### config.mk
export PLATFORM = sky130hd
export DESIGN_NAME = seq_onehot_decoder
export DESIGN_NICKNAME = d
export VERILOG_FILES = /design/src/rtl/seq_onehot_decoder_pkg.sv /design/src/rtl/seq_onehot_decoder_onehot_dec.sv /design/src/rtl/seq_onehot_decoder.sv
export SDC_FILE = /design/constraint.sdc
export NUM_CORES = 1
export LEC_CHECK = 0
export CORE_MARGIN = 1
export CORE_UTILIZATION = 35
export DETAILED_ROUTE_END_ITERATION = 16
export GPL_TIMING_DRIVEN = 1
export REMOVE_ABC_BUFFERS = 1
export SYNTH_ARGS = -nofsm -noshare
export SYNTH_HDL_FRONTEND = slang
export SYNTH_SLANG_ARGS = --single-unit
### constraint.sdc
create_clock -name clk -period 2.3 [get_ports clk]
set_clock_uncertainty 0.15 [all_clocks]
set_input_delay 0.23 -clock clk [delete_from_list [all_inputs] [get_ports clk]]
set_output_delay 0.23 -clock clk [all_outputs]
set_load 0.02 [all_outputs]
### src/rtl/seq_onehot_decoder_pkg.sv
// Shared types and constants for the sequenced one-hot decoder.
// Output polarity is selected by the SEQ_DEC_ACTIVE_LOW_EN macro.
package seq_dec_pkg;

  typedef enum logic [1:0] {
    IDLE,
    HOLD,
    SCAN
  } state_t;

  localparam logic MODE_DIRECT = 1'b0;
  localparam logic MODE_SCAN   = 1'b1;

  localparam int MAX_OUT_W = 64;

  function automatic int out_w(input int sel_w);
    return 1 << sel_w;
  endfunction

  // XOR-ing a decoded line with this pattern yields the driven polarity.
`ifdef SEQ_DEC_ACTIVE_LOW_EN
  localparam logic [MAX_OUT_W-1:0] Y_INACTIVE = '1;
`else
  localparam logic [MAX_OUT_W-1:0] Y_INACTIVE = '0;
`endif

endpackage

### src/rtl/seq_onehot_decoder_onehot_dec.sv
// Combinational binary-to-one-hot map, always active-high.
module onehot_dec #(
  parameter int SEL_W = 2
) (
  input  logic [SEL_W-1:0]      code,
  output logic [2**SEL_W-1:0]   onehot
);

  always_comb begin
    onehot       = '0;
    onehot[code] = 1'b1;
  end

endmodule

### src/rtl/seq_onehot_decoder.sv
// Registered N-to-2^N one-hot decoder with DIRECT hold and SCAN walk modes.
// Define SEQ_DEC_ACTIVE_LOW_EN for active-low y (inactive value all ones).
module seq_onehot_decoder
  import seq_dec_pkg::*;
#(
  parameter int SEL_W   = 2,
  parameter int DWELL_W = 4
) (
  input  logic                      clk,
  input  logic                      rst,
  input  logic                      in_valid,
  output logic                      in_ready,
  input  logic [SEL_W-1:0]          in_sel,
  input  logic                      in_mode,
  input  logic [DWELL_W-1:0]        in_dwell,
  output logic [out_w(SEL_W)-1:0]   y,
  output logic                      y_valid,
  output logic                      busy,
  output logic                      scan_done
);

  localparam int OUT_W = out_w(SEL_W);
  localparam logic [OUT_W-1:0] Y_OFF = Y_INACTIVE[OUT_W-1:0];

  state_t             state, next_state;
  logic [SEL_W-1:0]   code, next_code;
  logic [DWELL_W-1:0] dwell_cnt, next_dwell;
  logic [DWELL_W-1:0] dwell_reload, next_reload;
  logic               next_scan_done;
  logic               next_y_valid;
  logic [OUT_W-1:0]   next_y;
  logic [OUT_W-1:0]   decoded;
  logic               accept;

  assign accept = in_valid && in_ready;

  // Decoding the upcoming code lets y be registered in the same cycle the code changes.
  onehot_dec #(
    .SEL_W (SEL_W)
  ) u_dec (
    .code   (next_code),
    .onehot (decoded)
  );

  always_comb begin
    next_state     = state;
    next_code      = code;
    next_dwell     = dwell_cnt;
    next_reload    = dwell_reload;
    next_scan_done = 1'b0;
    case (state)
      IDLE, HOLD: begin
        if (accept) begin
          next_code = in_sel;
          if (in_mode == MODE_SCAN) begin
            next_state  = SCAN;
            next_dwell  = in_dwell;
            next_reload = in_dwell;
          end else begin
            next_state = HOLD;
          end
        end
      end
      SCAN: begin
        if (dwell_cnt != '0) begin
          next_dwell = dwell_cnt - DWELL_W'(1);
        end else if (&code) begin
          next_state     = IDLE;
          next_scan_done = 1'b1;
        end else begin
          next_code  = code + SEL_W'(1);
          next_dwell = dwell_reload;
        end
      end
      default: begin
        next_state = IDLE;
      end
    endcase
    next_y_valid = (next_state != IDLE);
    next_y       = next_y_valid ? (decoded ^ Y_OFF) : Y_OFF;
  end

  always_ff @(posedge clk) begin
    if (rst) begin
      state        <= IDLE;
      code         <= '0;
      dwell_cnt    <= '0;
      dwell_reload <= '0;
      y            <= Y_OFF;
      y_valid      <= 1'b0;
      busy         <= 1'b0;
      scan_done    <= 1'b0;
      in_ready     <= 1'b1;
    end else begin
      state        <= next_state;
      code         <= next_code;
      dwell_cnt    <= next_dwell;
      dwell_reload <= next_reload;
      y            <= next_y;
      y_valid      <= next_y_valid;
      busy         <= (next_state == SCAN);
      scan_done    <= next_scan_done;
      in_ready     <= (next_state != SCAN);
    end
  end

endmodule

==> impl_results.md <==
* Post-Synth XOR/XNOR Area at 0%
* Largest family of logic cells by synthesized area: simple AND/OR/NAND/NOR gates
* Post-synth top cells: dfxtp_1, nand2_1, nor2_1, a21oi_1, inv_1
* Syn Area/Cell at about 9.5 µm²
* CTS max path bufs at 2
* Int Pwr at 647 µW
* Worst-skew pair later-pin latency at approximately 0.31 ns
* DR top layer: met4
* Peak Freq at roughly 510 MHz
* Crit path cell chain: inv_1 -> ha_1 -> nor3b_2 -> a311oi_1 -> a221oi_2 -> nor3b_2
* Leak Pwr at around 0.00042 µW
* Setup Buffers After CTS at 0
* Multi-input gate area at 493 µm²
* Row count at 18
* Synth area leader: dfxtp_1
* Post-synthesis register bit count at 20
* CTS tree: done
* Clock root buffer master: clkbuf_4
* Psw at 254 µW
* Compound-cell area share of the yosys netlist at around a quarter
* Hold path startpoint: dwell_reload[0]
* Inserted Diodes at 0
* Crit Reg-Reg Startpoint: dwell_cnt[0]
* Pin count of the biggest net entering global routing at 13
* Number of global-route vias before repair at slightly below 800
* Worst path max stage delay at 0.34 ns
* Part of the Yosys area used for sequential elements at 43.1%
* Clock sink count at 20
* 1st-iter DRT viols at 5
* Final WS setup at about 0.35 ns
* Synth Area in Adders at 1.35%
* Initial antenna violation count at 0
* Worst Hold End: dwell_reload[0]
* R2r worst-path depth at 6
* Final worst-path cycle share at 85.0%
* Relative slew slack at between 70% and 80%
* Reg-to-Reg End: y[2]
* Final Power at 901 µW
* Layout area overhead at 26.9%
* Crit-path most repeated cell: nor3b_2
* Register area at 400 µm²
* TNS Setup at 0 ns
* Met1 wire length at 1010 µm
* Die H at 53.5 µm
* DRT Wirelength at 2050 µm
* Min Tclk post-route at 1.95 ns
* Via density at 5.25
* Ports at 18
* Synth Cell Area at roughly 930 µm²
* First-pass GRT wire length at 3420 µm
* Max VDD drop at around 0.00055 V
* Gr ovfl total at 0
* DP Worst Slack at around 0.25 ns
* Max-slew violation count at 0
* Hold Path Class: register to register
* Yosys warns at 0
* Critical path type: register to register
* Non-Filler Instances at 146
* Reg clk slew, reported paths at 0.13 ns
* Post-synth EDFFs at 0
* Die W at 53.5 µm
* Met2 wire len at 965 µm
* Worst-margin pin slew at between 0.4 and 0.5 ns
* Worst EP required at 2.40 ns
* Smallest hold slack at about 0.32 ns
* RSZ-0062 raised after global routing: false
* Pwr per Cell Area at 763 nW/µm²
* Setup-failing EPs final at 0
* Synth top area share at 43.1%
* Share of async-settable or async-resettable flops after synthesis at 0%
* Sw Ratio at 28.2%
* Floorplan Core Area at 2500 µm²
* Synth Flop Type: dfxtp_1
* PostCTS Resize Cnt at 0
* Mux contribution to synthesized area at 0%
* Synth top area cells: dfxtp_1, a221oi_2, nand2_1
* GRT Overall Usage at 16.9%
* WP data arrival at around 2.1 ns
* Unique cell type count in the Yosys netlist at 35
* Hold Path Stages at 2
* # DRC at 0
* Area of the die at ~2900 µm²
* Placed cell count at 142
* Fraction of layout cells with a size suffix above 1 at 17.2%
* Final-report hold violation count at 0
* Max cap viols at 0
* Routed wl met3 at 62 µm
* HPWL after detailed placement at 1540 µm
* CP max stage cell: dfxtp_1
* Inserted Clock Buffers at 3
* Via count at 766
* Status: complete, no violations
* CP endpoint kind: register
* Flop pwr share at 43.7%
* Routed Antenna Nets at 0
* CP max FO at 7
* Synth Instances at 98
* Most common cell in the netlist: dfxtp_1
* Hold_buf cts at 0
* Simple-gate share of the synthesized area at 28.4%
* Crit start category: register
* FILL cells at between 200 and 300
* Clock share of power at 33.0%
* R2r setup slk at roughly 0.35 ns
* Initial Util at 37.2%
* Pre-antenna DRT Iters at 4
* Logic gate share of total power at 23.3%
* Port bufs at 17
* DR WL/cell at 14.0 µm
* CTS H-tree depth at 1
* GP Congestion at 0.839
* Final net count at ~130
## layout make-up
class,count,share of cell area (%)
timing repair buffer,18,15.1
sequential,20,33.9
tap,30,3.18
multi-input combinational,69,41.8
clock buffer,3,1.91
clock inverter,1,2.55
inverter,5,1.59
## cells by family after synthesis
group,after synthesis
buffers and inverters,9
adder cells (fa/ha/maj),1
AND/OR/NAND/NOR,46
AO/OA/AOI/OAI,22
flip-flops,20
## sequential cells by signal (all words and copies together), names as in the netlist
name,cells
dwell_cnt,4
dwell_reload,4
y,4
state,2
scan_done,1
y_valid,1
in_ready,1
busy,1
code,2
## power groups by stage
stage / sequential [µW] / clock, µW / combinational (µW)
after global routing: 399 / 311 / 229
final: 394 / 297 / 210
after global placement: 401 / 0 / 210
after detailed placement: 402 / 0 / 210
after CTS: 394 / 302 / 212
after floorplan: 409 / 0 / 131
## how the worst max path moves through the flow
stage	from	depth (start not counted)	to	slack, ns
after CTS	dwell_cnt[0]	6	y[2]	0.35
final	dwell_cnt[0]	6	y[2]	0.35
after detailed placement	in_valid	5	in_ready	0.25
after floorplan	dwell_cnt[0]	6	dwell_cnt[0]	0.54
after global routing	dwell_cnt[0]	6	y[2]	0.15
after global placement	in_valid	5	in_ready	0.23
## metrics by stage
| step | cell area (µm²) | util [%] |
|---|---|---|
| finish | 1180 | 47.2 |
| global route | 1180 | 47.2 |
| CTS | 1180 | 47.2 |
| detailed placement | 1130 | 45.1 |
| global placement | 1130 | 45.1 |
| floorplan | 912 | - |
## per-layer routing
metal / track usage, % / up-vias
met5: 0 / -
met2: 27.7 / 11
met1: 21.6 / 362
li1: - / 391
met3: 5.08 / 2
met4: 3.95 / 0
## critical path, delay by kind of cell, from the launching register on
family                     cells  cell delay, ns
AOI/OAI and AO/OA              2            0.49
adders and majority gates      1            0.26
buffers and inverters          1            0.10
DFF                            1            0.34
and+or+nand+nor                2            0.55
## cell usage in the layout, fill, tap and decap left out, types with 2 or more instances in the layout
| cell | Yosys | layout |
|---|---|---|
| clkdlybuf4s50_1 | 0 | 17 |
| and3b_1 | 2 | 2 |
| nor3_1 | 3 | 3 |
| nor3b_2 | 3 | 3 |
| o21ai_0 | 2 | 2 |
| a221oi_2 | 4 | 4 |
| nand2_1 | 11 | 11 |
| nor2b_1 | 2 | 2 |
| a211oi_2 | 2 | 2 |
| inv_1 | 5 | 5 |
| nor2_1 | 10 | 10 |
| clkbuf_4 | 0 | 3 |
| nand4b_1 | 2 | 2 |
| a21oi_1 | 5 | 5 |
| nand3_1 | 4 | 4 |
| dfxtp_1 | 20 | 20 |
Note: power is estimated with default switching activity, not from simulation.
